File: config.mk
export PLATFORM = sky130hd
export DESIGN_NAME = vga_sprite_overlay_flat
export DESIGN_NICKNAME = d
export VERILOG_FILES = /design/src/rtl/vga_pkg.sv /design/src/rtl/vga_sprite_overlay_if.sv /design/src/rtl/sprite_rom.sv /design/src/rtl/vga_sprite_overlay.sv /design/src/flat_wrapper.sv
export SDC_FILE = /design/constraint.sdc
export NUM_CORES = 1
export LEC_CHECK = 0
export ABC_AREA = 1
export CORE_MARGIN = 2
export CORE_UTILIZATION = 35
export CTS_CLUSTER_SIZE = 40
export DETAILED_ROUTE_END_ITERATION = 12
export MAX_ROUTING_LAYER = met4
export PLACE_DENSITY = 0.56
export SLEW_MARGIN = 20
export SYNTH_ARGS = -nofsm -noshare
export SYNTH_HDL_FRONTEND = slang
export SYNTH_SLANG_ARGS = --single-unit
File: constraint.sdc
create_clock -name clk25MHz -period 4 [get_ports clk25MHz]
set_input_delay 1.2 -clock clk25MHz [delete_from_list [all_inputs] [get_ports clk25MHz]]
set_output_delay 1.2 -clock clk25MHz [all_outputs]
set_load 0.1 [all_outputs]
File: src/rtl/vga_pkg.sv
// Shared VGA constants, colour types, palette and sprite image for the
// 640x480@60 Hz pixel pipeline.
//   - Timing constants: total, active window and sync lengths.
//   - color_t: 12-bit {R,G,B} colour, 4 bits per channel.
//   - sprite_cfg_t: sprite position plus background colour as one record.
//   - PALETTE: 16-entry colour lookup; index 0 is treated as transparent.
//   - sprite_texel(): built-in sprite image, address {row[3:0], col[3:0]}.
package vga_pkg;

    localparam int H_TOTAL        = 800;
    localparam int V_TOTAL        = 525;
    localparam int H_ACTIVE_START = 144;
    localparam int H_ACTIVE_END   = 783;
    localparam int V_ACTIVE_START = 35;
    localparam int V_ACTIVE_END   = 514;
    localparam int H_SYNC_LEN     = 96;
    localparam int V_SYNC_LEN     = 2;

    typedef logic [11:0] color_t;

    typedef struct packed {
        logic [9:0] x;
        logic [9:0] y;
        color_t     bg;
    } sprite_cfg_t;

    // Entry 15 is leftmost; entry 0 is never displayed (transparent).
    localparam color_t [15:0] PALETTE = {
        12'h123, 12'hCCC, 12'h444, 12'hF08,
        12'h08F, 12'h8F0, 12'hF80, 12'h888,
        12'hF0F, 12'h0FF, 12'h0F0, 12'hFF0,
        12'h00F, 12'hF00, 12'hFFF, 12'h000
    };

    // Diagonal-stripe sprite image: index = col + 2*row + 5 (mod 16).
    // Texel (0,0) is index 5; index 0 stripes give transparent holes.
    function automatic logic [3:0] sprite_texel(input logic [7:0] addr);
        return addr[3:0] + addr[7:4] + addr[7:4] + 4'd5;
    endfunction

endpackage

File: src/rtl/vga_sprite_overlay_if.sv
// Parameter-update channel for vga_sprite_overlay.
//   posValid/posReady : valid/ready handshake
//   posX, posY        : sprite top-left corner in active-area pixels
//   bgColor           : background colour {R,G,B}
// master = producer (CPU side), slave = the overlay.
interface vga_sprite_overlay_if;
    import vga_pkg::*;

    logic       posValid;
    logic       posReady;
    logic [9:0] posX;
    logic [9:0] posY;
    color_t     bgColor;

    modport master (output posValid, output posX, output posY, output bgColor,
                    input  posReady);
    modport slave  (input  posValid, input  posX, input  posY, input  bgColor,
                    output posReady);
endinterface

File: src/rtl/sprite_rom.sv
// 256 x 4-bit synchronous-read sprite ROM.
//   clk25MHz : pixel clock
//   resetN   : synchronous active-low reset (clears the read register)
//   addr     : {row[3:0], col[3:0]}
//   data     : palette index, registered (one cycle after addr)
// The image content comes from vga_pkg::sprite_texel so the ROM is
// self-contained and needs no external memory image.
module sprite_rom
    import vga_pkg::*;
(
    input  logic       clk25MHz,
    input  logic       resetN,
    input  logic [7:0] addr,
    output logic [3:0] data
);

    // Registered ROM read.
    always_ff @(posedge clk25MHz) begin
        if (!resetN) begin
            data <= 4'd0;
        end else begin
            data <= sprite_texel(addr);
        end
    end

endmodule

File: src/rtl/vga_sprite_overlay.sv
// Pixel-colour stage behind the 640x480 VGA timing generator.
// Draws a background colour plus one 16x16 indexed-colour sprite with a
// fixed 3-cycle latency from counters/syncs to RGB/syncs.
//   clk25MHz, resetN         : pixel clock, synchronous active-low reset
//   hCount, vCount           : raw timing counters
//   hSyncIn, vSyncIn         : raw sync pulses
//   pos_if (slave)           : position / background update handshake
//   hSync, vSync             : syncs delayed to match colour
//   outRed/outGreen/outBlue  : pixel colour
//   frameTick                : pulse when new parameters take effect
// Build option: define VGA_SPRITE_SCALE2X_EN to draw the sprite at 2x scale.
module vga_sprite_overlay
    import vga_pkg::*;
#(
    parameter int SPRITE_W = 16,
    parameter int RESET_X  = 312,
    parameter int RESET_Y  = 232
) (
    input  logic                       clk25MHz,
    input  logic                       resetN,
    input  logic [9:0]                 hCount,
    input  logic [9:0]                 vCount,
    input  logic                       hSyncIn,
    input  logic                       vSyncIn,
    vga_sprite_overlay_if.slave        pos_if,
    output logic                       hSync,
    output logic                       vSync,
    output logic [3:0]                 outRed,
    output logic [3:0]                 outGreen,
    output logic [3:0]                 outBlue,
    output logic                       frameTick
);

`ifdef VGA_SPRITE_SCALE2X_EN
    localparam int FOOT = 2 * SPRITE_W;
`else
    localparam int FOOT = SPRITE_W;
`endif

    sprite_cfg_t pend_cfg_q, pend_cfg_d;
    sprite_cfg_t act_q, act_d;
    logic        pend_q, pend_d;
    logic        tick_q, tick_d;
    logic        xfer_s, frame_start_s;

    logic [9:0]  x_s, y_s, dx_s, dy_s;
    logic        in_active_s, on_screen_s, in_sprite_s;
    logic [7:0]  rom_addr_s;

    logic        s1_act_q, s1_spr_q, s1_hs_q, s1_vs_q;
    color_t      s1_bg_q;
    logic [7:0]  s1_addr_q;
    logic        s2_act_q, s2_spr_q, s2_hs_q, s2_vs_q;
    color_t      s2_bg_q;
    logic [3:0]  rom_idx_s;
    color_t      pix_s;
    color_t      rgb_q;
    logic        hs_q, vs_q;

    assign xfer_s        = pos_if.posValid && !pend_q;
    assign frame_start_s = (hCount == 10'd0) && (vCount == 10'd0);
    assign pos_if.posReady = ~pend_q;

    // Next-state for pending/active parameter registers and frame tick.
    // A copy at frame start and a new transfer are mutually exclusive,
    // because a transfer is only accepted while nothing is pending.
    always_comb begin
        pend_d     = pend_q;
        pend_cfg_d = pend_cfg_q;
        act_d      = act_q;
        tick_d     = 1'b0;
        if (frame_start_s && pend_q) begin
            act_d  = pend_cfg_q;
            pend_d = 1'b0;
            tick_d = 1'b1;
        end else begin
            act_d  = act_q;
        end
        if (xfer_s) begin
            pend_d     = 1'b1;
            pend_cfg_d = '{x: pos_if.posX, y: pos_if.posY, bg: pos_if.bgColor};
        end else begin
            pend_cfg_d = pend_cfg_q;
        end
    end

    // Parameter registers; reset discards any pending update.
    always_ff @(posedge clk25MHz) begin
        if (!resetN) begin
            pend_q     <= 1'b0;
            pend_cfg_q <= '0;
            act_q      <= '{x: 10'(RESET_X), y: 10'(RESET_Y), bg: 12'h000};
            tick_q     <= 1'b0;
        end else begin
            pend_q     <= pend_d;
            pend_cfg_q <= pend_cfg_d;
            act_q      <= act_d;
            tick_q     <= tick_d;
        end
    end

    // Stage-1 geometry. Offsets use wrapping 10-bit subtraction so a pixel
    // left of / above the sprite yields a huge offset and fails the test.
    // Positions outside the visible area hide the sprite outright so that
    // large values cannot wrap back onto the left/top edge.
    always_comb begin
        x_s         = hCount - 10'(H_ACTIVE_START);
        y_s         = vCount - 10'(V_ACTIVE_START);
        in_active_s = (hCount >= 10'(H_ACTIVE_START)) && (hCount <= 10'(H_ACTIVE_END)) &&
                      (vCount >= 10'(V_ACTIVE_START)) && (vCount <= 10'(V_ACTIVE_END));
        dx_s        = x_s - act_q.x;
        dy_s        = y_s - act_q.y;
        on_screen_s = (act_q.x < 10'(H_ACTIVE_END - H_ACTIVE_START + 1)) &&
                      (act_q.y < 10'(V_ACTIVE_END - V_ACTIVE_START + 1));
        in_sprite_s = in_active_s && on_screen_s &&
                      (dx_s < 10'(FOOT)) && (dy_s < 10'(FOOT));
`ifdef VGA_SPRITE_SCALE2X_EN
        rom_addr_s  = {dy_s[4:1], dx_s[4:1]};
`else
        rom_addr_s  = {dy_s[3:0], dx_s[3:0]};
`endif
    end

    // Stage-1 and stage-2 pipeline registers; the background colour travels
    // with the pixel so a frame-start update never splits a pixel.
    always_ff @(posedge clk25MHz) begin
        if (!resetN) begin
            s1_act_q  <= 1'b0;
            s1_spr_q  <= 1'b0;
            s1_hs_q   <= 1'b0;
            s1_vs_q   <= 1'b0;
            s1_bg_q   <= 12'h000;
            s1_addr_q <= 8'd0;
            s2_act_q  <= 1'b0;
            s2_spr_q  <= 1'b0;
            s2_hs_q   <= 1'b0;
            s2_vs_q   <= 1'b0;
            s2_bg_q   <= 12'h000;
        end else begin
            s1_act_q  <= in_active_s;
            s1_spr_q  <= in_sprite_s;
            s1_hs_q   <= hSyncIn;
            s1_vs_q   <= vSyncIn;
            s1_bg_q   <= act_q.bg;
            s1_addr_q <= rom_addr_s;
            s2_act_q  <= s1_act_q;
            s2_spr_q  <= s1_spr_q;
            s2_hs_q   <= s1_hs_q;
            s2_vs_q   <= s1_vs_q;
            s2_bg_q   <= s1_bg_q;
        end
    end

    sprite_rom u_rom (
        .clk25MHz (clk25MHz),
        .resetN   (resetN),
        .addr     (s1_addr_q),
        .data     (rom_idx_s)
    );

    // Stage-3 colour select: blank, background/transparent, or palette.
    always_comb begin
        pix_s = 12'h000;
        if (!s2_act_q) begin
            pix_s = 12'h000;
        end else if (s2_spr_q && (rom_idx_s != 4'd0)) begin
            pix_s = PALETTE[rom_idx_s];
        end else begin
            pix_s = s2_bg_q;
        end
    end

    // Stage-3 output registers.
    always_ff @(posedge clk25MHz) begin
        if (!resetN) begin
            rgb_q <= 12'h000;
            hs_q  <= 1'b0;
            vs_q  <= 1'b0;
        end else begin
            rgb_q <= pix_s;
            hs_q  <= s2_hs_q;
            vs_q  <= s2_vs_q;
        end
    end

    assign outRed    = rgb_q[11:8];
    assign outGreen  = rgb_q[7:4];
    assign outBlue   = rgb_q[3:0];
    assign hSync     = hs_q;
    assign vSync     = vs_q;
    assign frameTick = tick_q;

endmodule
File: src/flat_wrapper.sv
// flat-port wrapper written by rule: the top's interface ports become plain ports
module vga_sprite_overlay_flat import vga_pkg::*;
#(
    parameter int SPRITE_W = 16,
    parameter int RESET_X  = 312,
    parameter int RESET_Y  = 232
)
  (clk25MHz, resetN, hCount, vCount, hSyncIn, vSyncIn, hSync, vSync, outRed, outGreen, outBlue, frameTick, pos_if_posValid, pos_if_posX, pos_if_posY, pos_if_bgColor, pos_if_posReady);
  vga_sprite_overlay_if pos_if_i ();
  input  logic clk25MHz;
  input  logic resetN;
  input  logic [9:0] hCount;
  input  logic [9:0] vCount;
  input  logic hSyncIn;
  input  logic vSyncIn;
  output logic hSync;
  output logic vSync;
  output logic [3:0] outRed;
  output logic [3:0] outGreen;
  output logic [3:0] outBlue;
  output logic frameTick;
  input wire logic [$bits(pos_if_i.posValid)-1:0] pos_if_posValid;
  input wire logic [$bits(pos_if_i.posX)-1:0] pos_if_posX;
  input wire logic [$bits(pos_if_i.posY)-1:0] pos_if_posY;
  input wire logic [$bits(pos_if_i.bgColor)-1:0] pos_if_bgColor;
  output wire logic [$bits(pos_if_i.posReady)-1:0] pos_if_posReady;
  assign pos_if_i.posValid = pos_if_posValid;
  assign pos_if_i.posX = pos_if_posX;
  assign pos_if_i.posY = pos_if_posY;
  assign pos_if_i.bgColor = pos_if_bgColor;
  assign pos_if_posReady = pos_if_i.posReady;
  vga_sprite_overlay #(.SPRITE_W(SPRITE_W), .RESET_X(RESET_X), .RESET_Y(RESET_Y)) u_core (.clk25MHz(clk25MHz), .resetN(resetN), .hCount(hCount), .vCount(vCount), .hSyncIn(hSyncIn), .vSyncIn(vSyncIn), .pos_if(pos_if_i), .hSync(hSync), .vSync(vSync), .outRed(outRed), .outGreen(outGreen), .outBlue(outBlue), .frameTick(frameTick));
endmodule
# Word level (Yosys, flattened, before mapping)
# Memory sizes are Yosys's and may differ from the RTL's. A register that Yosys moved wholly into a read port is not among the register bits.
# Cells that the tools add are included.
dict set report totals {
  output_inout_bits 16
  n_memories 1
  ff_bits 124
  mem_bits_ro 192
}
dict set report classes {
  n_lt_le_gt_ge 9
  n_reduce_logical 17
  addsub 7
  mux 6
  n_bitwise 1
}
# name words word_bits read_ports rd_clocked_by_memory_dff wr line
set mem_list {}
lappend mem_list {{(name not given)} 16 12 1 1 0 vga_sprite_overlay.sv:167} ;# pix_s = PALETTE[rom_idx_s];
# operator n
set op_table {}
lappend op_table {{12-bit two-way mux} 2}
lappend op_table {{10-bit <= comparator (second input constant)} 2}
lappend op_table {{10-bit logical NOT} 2}
lappend op_table {{10-bit by 5-bit < comparator with 1-bit output (second input constant)} 2}
lappend op_table {{10-bit subtractor} 2}
lappend op_table {{1-bit logical AND} 11}
lappend op_table {{10-bit by 6-bit >= comparator with 1-bit output (second input constant)} 1}
lappend op_table {{10-bit by 8-bit >= comparator with 1-bit output (second input constant)} 1}
lappend op_table {{10-bit < comparator (second input constant)} 1}
lappend op_table {{10-bit by 9-bit < comparator with 1-bit output (second input constant)} 1}
lappend op_table {{10-bit by 6-bit subtractor with 10-bit output (second input constant)} 1}
lappend op_table {{10-bit by 8-bit subtractor with 10-bit output (second input constant)} 1}
lappend op_table {{4-bit adder} 2}
lappend op_table {{4-bit by 5-bit < comparator with 1-bit output (second input constant)} 1}
lappend op_table {{4-bit by 3-bit adder with 4-bit output (second input constant)} 1}
lappend op_table {{4-bit two-way mux} 1}
lappend op_table {{4-bit nonzero test} 1}
lappend op_table {{1-bit two-way mux} 3}
lappend op_table {{2-bit AND reduction} 1}
lappend op_table {{2-bit nonzero test} 1}
lappend op_table {{1-bit logical NOT} 1}
lappend op_table {{1-bit inverter} 1}

# Longest topological paths before layout
dict set report logic_depth {
  depth_word 7
  depth_mapped 15
}

# Cells and area by module
# A second synthesis with hierarchy kept.
dict set report hier_totals {
  cells_unflattened 792
  hier_area_um2 5660.4
}
# module seq_area_each_um2 cells_each area_per_inst_um2 n_inst
set by_module_without_submodules {}
lappend by_module_without_submodules {vga_sprite_overlay 2402.3 761 5436.5 1}
lappend by_module_without_submodules {sprite_rom 80.1 31 224.0 1}

# Worst setup path before layout
# OpenSTA, ideal clock, no wires.
dict set report synth_timing {
  path_type {input to register}
  startpoint {input hCount[1]}
  endpoint {register u_core.s1_spr_q}
  setup_slack_ns 1.240
  t_required_ns 3.936
  t_arrival_ns 2.696
  n_path_buf 0
  cell_stages 12
  cell_sequence {ha_1 -> ha_1 -> fa_1 -> nand3_1 -> nand3_1 -> nand2_1 -> nand2_1 -> nand2_1 -> nand2_1 -> nor2_1 -> nand2_1 -> nor2_1}
}
dict set report synth_between {
  elab_chain_len 7
  elab_cells_between_ends 11
  classes_between {add/sub (2); order compare (3); reduce/logical (6)}
}
# item line
set synth_lines {}
lappend synth_lines {{from (decl)} flat_wrapper.sv:12} ;# input logic [9:0] hCount;
lappend synth_lines {{branches (longest 5 deep; another with 10-bit by 8-bit subtractor with 10-bit output)} --}
lappend synth_lines {{1-bit logical AND (*)} vga_sprite_overlay.sv:115} ;# in_sprite_s = in_active_s && on_screen_s &&
lappend synth_lines {{1-bit logical AND (*)} vga_sprite_overlay.sv:116} ;# (dx_s < 10'(FOOT)) && (dy_s < 10'(FOOT));
lappend synth_lines {{to (signal assigned)} vga_sprite_overlay.sv:141} ;# s1_spr_q <= in_sprite_s;
lappend synth_lines {{to (decl)} vga_sprite_overlay.sv:50} ;# logic s1_act_q, s1_spr_q, s1_hs_q, s1_vs_q;
# Mark *: on every way between the ends.
# A chain may end at the register's enable or synchronous reset.

# Worst setup path after layout
dict set report layout_timing {
  startpoint {register u_core.tick_q (netlist: u_core.frameTick)}
  endpoint {output frameTick}
}
# item line
set layout_rtl {}
lappend layout_rtl {{from (decl)} vga_sprite_overlay.sv:43} ;# logic tick_q, tick_d;
lappend layout_rtl {{from (signal assigned)} vga_sprite_overlay.sv:98} ;# tick_q <= tick_d;
lappend layout_rtl {{to (decl)} flat_wrapper.sv:21} ;# output logic frameTick;
# No word-level cell between the ends.

==> flow_summary.ini <==
[setup_path]
required_ns = 2.80
critPathTopFamily = buffers and inverters
arrival_ns = 1.87
worst_path_max_delay_cell = clkdlybuf4s50_1
critPathLaunchType = flop
critPathCaptureType = primary output
worstSetupPathType = flop to primary output
setup.reg_to_reg.worst_slack_ns = 1.75
cp_num_buf_inv = 1
cpPeakStageDelay_ns = 1.13
worstPathCellList = clkdlybuf4s50_1
worstPathMaxFanout = 1

[layout]
drive_above_1_share_pct = 7.297
num_antenna_cells = 0
multi_input_area_um2 = 2535
area_delta_synth_final_pct = 25.89
post-route-util_pct = 44.70
seq_area_um2 = 2683
stdcell_count = 1056
finalNetCount = 926
fillers = 1680

[synthesis]
synth_seq_cells = 134
synth.distinct_cells = 39
synth_area_leaders = dfxtp_1 46%, nand2_1 10%, ha_1 9.2%
yosysWarnings = 0
syn_area_per_cell_um2 = 7.806
synth_top_area_cell = dfxtp_1
synth_nets = 852
synth_edf_count = 0
synthCells = 749
syn_area_um2 = 5847
async_flop_share_pct = 0
ys_seq_area_share_pct = 45.88
synth_top_area_share_pct = 45.88
synth_flop_cell = dfxtp_1

[clocking]
cts_max_level = 4
cts_hold_buffers = 0
worstSkewPairLatency_ns = 0.41
cts-root-buf = clkbuf_16
cts_buffers = 17
cts_num_sinks = 134
cts_tree = yes
cts_setup_buffers = 0
cts.clk_slew.worst_paths_ns = 0.06
cts_resized = 0
clockBufferDepth = 2

[routing]
wirelength_um = 12630
vias = 4582
wire_per_inst_um = 11.96
first_pass_iters = 4
drt_iter0_drc = 218
ant_nets = 0
route.detailed.drc = 0
drt-vias-per-instance = 4.339

[place]
dp_cells = 1024
port_buffers = 72
gp_congestion = 0.7972
dp.final_hpwl_um = 9319

[timing]
tns_ns = 0
final_hold_viol_count = 0
post-route-period-util_pct = 76.81
period_needed_ns = 3.072
rsz0062_at_grt = no
finClkSkew_ns = 0.006675
slew_headroom_pct = 35.24
final_max_slew_viol_count = 0
worst_pin_slew_ns = 0.9683
fmax_mhz = 325.5
finalSetupViolCount = 0

[pwr]
leakagePower_nw = 3.644
powerDensity_nw_per_um2 = 466.7
peakVddDrop_mv = 0.3136

[global_routing]
grt_pass1_wl_um = 21180
grt_usage_pct = 15.55
grt_pass1_vias = 4440
antenna_found_initial = 0
grt_max_degree = 63
grt-ovfl-total = 0

[floorplanning]
fp-row-count = 47
die_h_um = 133.3
die_area_um2 = 17760
core_area_um2 = 16470
pin_count = 73
start_util_pct = 35.51
fp.dieW_um = 133.3

[job]
drv_cap = 0

[worst_hold_path]
min_path_type = flop to flop

[run_status]
status = finished clean
==> cell families after synthesis <==
logic type | Yosys count | share of synthesized area [%]
simple gates | 309 | 21.66
buf+inv | 153 | 10.81
compound gates | 101 | 10.53
flops | 134 | 45.88
xor+xnor | 6 | 0.8988
fa+ha+maj | 46 | 10.23
==> Yosys cell counts (2+ instances only) <==
library cell  instances
nand3b_1              2
inv_1               125
ha_1                 43
nand3_1              24
nor2_4                2
nor2_2                3
nand2_1             159
buf_12                2
o21ai_1               5
dfxtp_1             134
clkbuf_1             10
o22ai_1               8
xnor2_1               4
fa_1                  3
a22o_1               13
nor2_1              110
xor2_1                2
o21ai_2               2
a21oi_1              13
a22o_2                5
nand4_1               3
inv_2                 6
o21ai_0              51
buf_1                 4
buf_6                 2
==> sequential cells by signal (all words and copies together) (netlist names), 4 cells and up, named ones only <==
register	count
u_core.rgb_q	12
u_core.s1_addr_q	7
u_core.act_q	32
u_core.s1_bg_q	12
u_core.pend_cfg_q	32
u_core.s2_bg_q	12
u_core.u_rom.data	4
==> placed cells by master (no fill, tap or decap), types with 2 or more instances in the layout <==
cell	n
a21oi_1	13
a22o_1	13
a22o_2	5
buf_4	4
bufinv_16	4
clkbuf_16	17
clkdlybuf4s50_1	70
clkinv_4	3
clkinvlp_4	4
dfxtp_1	134
fa_1	3
ha_1	43
inv_1	124
inv_2	7
inv_6	3
nand2_1	159
nand3_1	24
nand3b_1	2
nand4_1	3
nor2_1	109
nor2_2	4
nor2_4	2
o21ai_0	51
o21ai_1	5
o21ai_2	2
o22ai_1	8
xnor2_1	4
xor2_1	2
==> where the power goes <==
group | switching (mW) | total (mW) | internal [mW]
registers | 0.0265 | 1.44 | 1.41
clock network | 0.579 | 1.63 | 1.05
logic | 0.216 | 0.367 | 0.151
==> layer usage <==
| metal | wire length [µm] | GRT usage, % | part of all wire, % | vias up |
|---|---|---|---|---|
| met5 | 0 | - | 0 | - |
| met4 | 165 | 5.083 | 1.3 | 0 |
| met2 | 5533 | 23.51 | 44 | 75 |
| met1 | 6473 | 20.13 | 51 | 2020 |
| li1 | - | - | - | 2477 |
| met3 | 455 | 4.376 | 3.6 | 10 |
==> path summary, 6_finish.rpt <==
check,to,startpoint,cells after the start
setup / recovery,frameTick,u_core.frameTick$_SDFF_PN0_,1
hold / removal,u_core.hSync$_SDFF_PN0_,u_core.s2_hs_q$_SDFF_PN0_,2
setup reg to reg,flop,u_core.s1_addr_q[1]$_SDFF_PN0_,12
hold reg to reg,u_core.hSync$_SDFF_PN0_,u_core.s2_hs_q$_SDFF_PN0_,2
==> area by class of cell <==
| type | count | area share [%] |
|---|---|---|
| Inverter | 133 | 6.850 |
| Clock inverter | 14 | 2.703 |
| Timing Repair Buffer | 75 | 9.995 |
| Tap cell | 220 | 3.740 |
| Clock buffer | 18 | 5.830 |
| Sequential cell | 134 | 36.44 |
| Multi-Input combinational cell | 462 | 34.44 |
==> through the flow <==
step | hold slack (ns) | setup WS (ns) | cell area [µm²] | total power [mW]
CTS | 0.4106 | 0.9002 | 7361 | 3.475
finish | 0.4084 | 0.9277 | 7361 | 3.435
detailed placement | 0.3961 | 0.6053 | 6733 | 1.837
global route | 0.4313 | 0.7885 | 7361 | 3.594
floorplan | 0.3905 | 1.240 | 5847 | 1.706
global placement | 0.3920 | 0.6271 | 6733 | 1.837
Note: power is estimated with default switching activity, not from simulation.
==> RTL change 1: new RTL, same settings <==
Remove the register `hs_q`: a continuous assignment takes its place, so the output `hSync` follows one clock earlier.
--- a/src/rtl/vga_sprite_overlay.sv
+++ b/src/rtl/vga_sprite_overlay.sv
@@ -174,14 +174,14 @@
     always_ff @(posedge clk25MHz) begin
         if (!resetN) begin
             rgb_q <= 12'h000;
-            hs_q  <= 1'b0;
             vs_q  <= 1'b0;
         end else begin
             rgb_q <= pix_s;
-            hs_q  <= s2_hs_q;
             vs_q  <= s2_vs_q;
         end
     end
+
+    assign hs_q = s2_hs_q;
 
     assign outRed    = rgb_q[11:8];
     assign outGreen  = rgb_q[7:4];
Check against the original RTL: not equivalent (a bounded check fails within 4 cycles, from zero or initial values and one cycle with resetN low).
==> RTL change 1 against the unedited design <==
Utilization rose by 0.16 points; area after synthesis up 0.83%; maximum frequency is 2.1% lower; die area rose by 0.80%; total power decreased by 1.1%; worst setup slack got worse by 0.067 ns; largest power group unchanged; routed wire length increased by 0.17%; cell area rose by 0.71%; sequential cell count down 1; via count grew 3.1%.
==> RTL change 1: results (changes against the unedited design) <==
- Status: complete, no violations
- Nets@finish: 974 (+5.2%)
- Total GRT Usage: 15.3% (-0.28 points)
- Post-CTS setup buffer count: 0 (unchanged)
- Asr flop ratio synth: 0% (unchanged)
- Clk_skew: 0.00556 ns (-0.00111 ns)
- Maxcap violations: 0 (unchanged)
- Initial antenna violation count: 0 (unchanged)
- Post-cts gate resize count: 0 (unchanged)
- Sequential element share of the synthesized area: 45.2% (-0.72 points)
- Worst-path clk slew: 0.06 ns (about the same)
- Most common library cells after synthesis: 212 x nand2_1, 133 x dfxtp_1, 125 x inv_1
- First-pass GRT wire length: 20800 um (-1.7%)
- Vias: 4726 (+3.1%)
- Top post-synthesis cells by area: dfxtp_1 45%, nand2_1 13%, ha_1 9.1%
- Number of global-route vias before repair: 4347 (-2.1%)
- H-tree levels: 4 (unchanged)
- DR pass1 iterations: 4 (unchanged)
- VDD IR max: 0.346 mV (+10%)
- Fillers: 1684 (+0.24%)
- CP arrival: 1.94 ns (+0.07 ns)
- Net Count, Synth: 901 (+5.8%)
- Yosys cell types: 34 (-13%)
- Top FF cell, synth: dfxtp_1
- Worst slack at placement: 0.628 ns (+0.0228 ns)
- Antenna cell count: 0 (unchanged)
- Longest Clk Path Bufs: 2 (unchanged)
- Critical Path Fanout Max: 3 (+2)
- Num CTS Buffers: 17 (unchanged)
- DP HPWL: 9290 um (-0.35%)
- Latest clock arrival within the worst-skew pair: 0.41 ns (about the same)
- Biggest regs: u_core.act_q (32), u_core.pend_cfg_q (32)
- Clock root cell: clkbuf_16
- Hold Path Class: flip-flop to flip-flop
- Synth warn: 0 (unchanged)
- Iteration-0 DRC Markers: 247 (+13%)
- Routability cong.: 0.840 (+5.4%)
- Leakage: 3.71 nW (+1.8%)
- Share of cells above drive strength 1: 7.47% (+0.17 points)
- I/O Buffers: 72 (unchanged)
- Slew @ Worst Pin: 1.00 ns (+0.0324 ns)
- Largest net degree at the start of global routing: 69 (+9.5%)
- Total Routed Length: 12600 um (+0.17%)
[RTL change 1: changes by cell type in the layout (fill, tap and decap cells not counted), sizes merged, moves of 2 or more]
cell	change
nand3	-2
a21oi	-6
buf	-2
nor2	+10
a22o	-18
nand2	+66
inv	+4
clkinvlp	-2
[RTL change 1: critical path, cell delays in order (launching register included)]
cell	delay, ns
dfxtp_1	0.31
inv_1	0.08
clkdlybuf4s50_1	1.13
[RTL change 1: kinds of logic after synthesis]
| group | Yosys count | share of synthesized area [%] |
|---|---|---|
| flip-flops | 133 | 45.2 |
| AO/OA/AOI/OAI | 78 | 6.92 |
| XOR/XNOR | 5 | 0.743 |
| buffers and inverters | 155 | 10.7 |
| AND/OR/NAND/NOR | 381 | 26.4 |
| adder cells (fa/ha/maj) | 46 | 10.1 |
[RTL change 1: layout make-up]
type                            count  share of cell area, %
Clock buffer                       19                   6.11
Inverter                          135                   6.94
Tap cell                          220                   3.71
Timing Repair Buffer               74                   9.86
Multi-Input combinational cell    510                   35.2
Clock inverter                     13                   2.31
Sequential cell                   133                   35.9
[RTL change 1: power by group]
part / internal (mW) / total [mW] / switching, mW
clock: 1.02 / 1.60 / 0.580
combinational: 0.150 / 0.367 / 0.217
sequential: 1.40 / 1.43 / 0.0247
[RTL change 1: final timing paths]
check,slack [ns],cells past startpoint,start,end
worst max register to register,1.83,10,u_core.s1_addr_q[1]$_SDFF_PN0_,flip-flop
worst min register to register,0.41,2,u_core.s1_bg_q[5]$_SDFF_PN0_,u_core.s2_bg_q[5]$_SDFF_PN0_
worst min-delay path,0.41,2,u_core.s1_bg_q[5]$_SDFF_PN0_,u_core.s2_bg_q[5]$_SDFF_PN0_
worst max-delay path,0.86,2,u_core.pend_q$_SDFFE_PN0P_,pos_if_posReady
[RTL change 1: per-layer routing]
| metal | up-vias | GRT usage (%) | wire length [um] |
|---|---|---|---|
| met3 | 13 | 3.67 | 551 |
| met2 | 77 | 24.6 | 5860 |
| met4 | 0 | 4.67 | 134 |
| li1 | 2580 | - | - |
| met5 | - | - | 0 |
| met1 | 2056 | 19.0 | 6100 |
[RTL change 1: stage by stage]
| step | instance area, sq um | std cells | total power, mW |
|---|---|---|---|
| floorplan | 5900 | 798 | 1.70 |
| global placement | 6790 | 1072 | 1.83 |
| detailed placement | 6790 | 1072 | 1.83 |
| CTS | 7410 | 1104 | 3.44 |
| global route | 7410 | 1104 | 3.57 |
| finish | 7410 | 1104 | 3.40 |
==> RTL change 2: new RTL, same settings <==
Made on the original files. Build with the macro `VGA_SPRITE_SCALE2X_EN` defined.
--- a/src/rtl/vga_sprite_overlay.sv
+++ b/src/rtl/vga_sprite_overlay.sv
@@ -9,6 +9,8 @@
 //   outRed/outGreen/outBlue  : pixel colour
 //   frameTick                : pulse when new parameters take effect
 // Build option: define VGA_SPRITE_SCALE2X_EN to draw the sprite at 2x scale.
+`define VGA_SPRITE_SCALE2X_EN
+
 module vga_sprite_overlay
     import vga_pkg::*;
 #(
Function: changed (a bounded check fails within 4 cycles, from zero or initial values and one cycle with resetN low).
==> RTL change 2 against the unedited design <==
Register-to-register slack worse by 0.03 ns; sequential power about the same; cell area shrank 0.20%; sequential cell count unchanged; non-clock buffer count rose by 2; hold slack barely moved; global-route usage fell by 0.59 points; total power down 5.8%; utilization shrank 0.25 points; area after synthesis grew 0.51%; die area up 0.50%; routed wire length shrank 3.6%; count of clock-buffer cells in the layout is the same; worst setup slack better by 0.032 ns; critical path type unchanged; largest power group is now registers.
==> RTL change 2: results (changes against the unedited design) <==
- Status: complete, no violations
- Sequential element share of the synthesized area: 45.6% (-0.23 points)
- Clk_skew: 0.00712 ns (+0.000442 ns)
- Hold_sp: u_core.s1_bg_q[5]$_SDFF_PN0_
- Hold WS: 0.408 ns (+0.0000880 ns)
- Longest Clk Path Bufs: 2 (unchanged)
- WL per Instance: 11.0 um (-8.3%)
- Synth warn: 0 (unchanged)
- Post-CTS setup buffer count: 0 (unchanged)
- VDD IR max: 0.333 mV (+6.2%)
- Leakage: 3.76 nW (+3.1%)
- Hold Path Class: flip-flop to flip-flop
- Net Count, Synth: 903 (+6.0%)
- Fillers: 1732 (+3.1%)
- NonClk Buf Share: 10.2% (+0.22 points)
- Cell family with most CP delay: buffers and inverters
- DR DRC count: 0 (unchanged)
- Slew @ Worst Pin: 0.968 ns (-0.000489 ns)
- DR pass1 iterations: 5 (+1)
- DP HPWL: 9010 um (-3.3%)
- Initial antenna violation count: 0 (unchanged)
- Hold Path Sink: u_core.s2_bg_q[5]$_SDFF_PN0_
- Clock root cell: clkbuf_16
- Launching point of the worst reg2reg path: u_core.s1_addr_q[1]$_SDFF_PN0_
- Register-to-Register Path Depth: 12 (unchanged)
- Top post-synthesis cells by area: dfxtp_1 46%, nand2_1 16%, inv_1 9.1%
- Non-CTS buffers: 77 (+2.7%)
- R2r setup slk: 1.72 ns (-0.03 ns)
- First-pass GRT wire length: 20500 um (-3.0%)
- Multi-input logic portion of the cell area: 34.6% (+0.21 points)
- Critical path launch point: u_core.rgb_q[5]$_SDFF_PN0_
- Top FF cell, synth: dfxtp_1
- Nets@finish: 978 (+5.6%)
- H-tree levels: 4 (unchanged)
- Max stage delay cell, worst path: clkdlybuf4s50_1
- Yosys cell types: 31 (-21%)
- Multi-input gates: 503 (+8.9%)
- Number of global-route vias before repair: 4326 (-2.6%)
- Vias: 4614 (+0.70%)
- Total GRT Usage: 15.0% (-0.59 points)
- Antenna cell count: 0 (unchanged)
- Routability cong.: 0.869 (+9.0%)
- ClkCell Share: 7.51% (-1.0 points)
- I/O Buffers: 72 (unchanged)
- Layout clock buffers: 18 (unchanged)
- CP arrival: 1.84 ns (-0.03 ns)
- Largest net degree at the start of global routing: 69 (+9.5%)
- Num CTS Buffers: 17 (unchanged)
- Iteration-0 DRC Markers: 303 (+39%)
- Most common library cells after synthesis: 243 x nand2_1, 142 x inv_1, 134 x dfxtp_1
- Latest clock arrival within the worst-skew pair: 0.41 ns (about the same)
- Worst Setup EP: outGreen[1]
- Share of cells above drive strength 1: 5.51% (-1.8 points)
- Invs w/o clock: 144 (+8.3%)
- Biggest regs: u_core.act_q (32), u_core.pend_cfg_q (32)
==> RTL change 2: changes by cell type after synthesis, moves of 3 or more <==
cell	unedited run	this run
nor2_2	3	0
inv_1	125	142
o22ai_1	8	0
nand3_1	24	17
nand2_1	159	243
nor2_1	110	91
inv_2	6	1
a22o_1	13	0
buf_1	4	0
clkbuf_1	10	15
a21oi_1	13	22
a22o_2	5	0
==> RTL change 2: where the power goes <==
group          total [mW]  internal (mW)  switching [mW]
Sequential           1.44           1.42          0.0238
Combinational       0.368          0.152           0.216
Clock                1.43          0.822           0.604
Total                3.24           2.39           0.844
==> RTL change 2: cells by family (layout without fill, tap and decap cells) <==
family | Yosys count | count (layout) | synth area share, %
AO/OA/AOI/OAI | 84 | 84 | 7.30
XOR/XNOR | 6 | 6 | 0.894
adder cells (fa/ha/maj) | 44 | 44 | 9.75
buffers and inverters | 165 | 253 | 11.0
flip-flops | 134 | 134 | 45.6
AND/OR/NAND/NOR | 369 | 369 | 25.4
==> RTL change 2: metal layers <==
metal,up-vias,part of all wire (%),GRT usage (%)
met5,-,0,-
met4,0,0.42,4.08
met3,4,3.4,3.92
met2,70,43,22.3
met1,1962,54,20.1
li1,2578,-,-
==> RTL change 2: through the flow <==
step | setup slack, ns | cell area [sq um] | instances | power [mW] | utilization [%]
2_1_floorplan | 1.23 | 5880 | 802 | 1.71 | -
3_3_place_gp | 0.595 | 6790 | 1078 | 1.84 | 41.1
3_5_place_dp | 0.571 | 6790 | 1078 | 1.84 | 41.1
4_1_cts | 0.933 | 7350 | 1110 | 3.28 | 44.5
5_1_grt | 0.830 | 7350 | 1110 | 3.40 | 44.5
6_report | 0.960 | 7350 | 1110 | 3.24 | 44.5
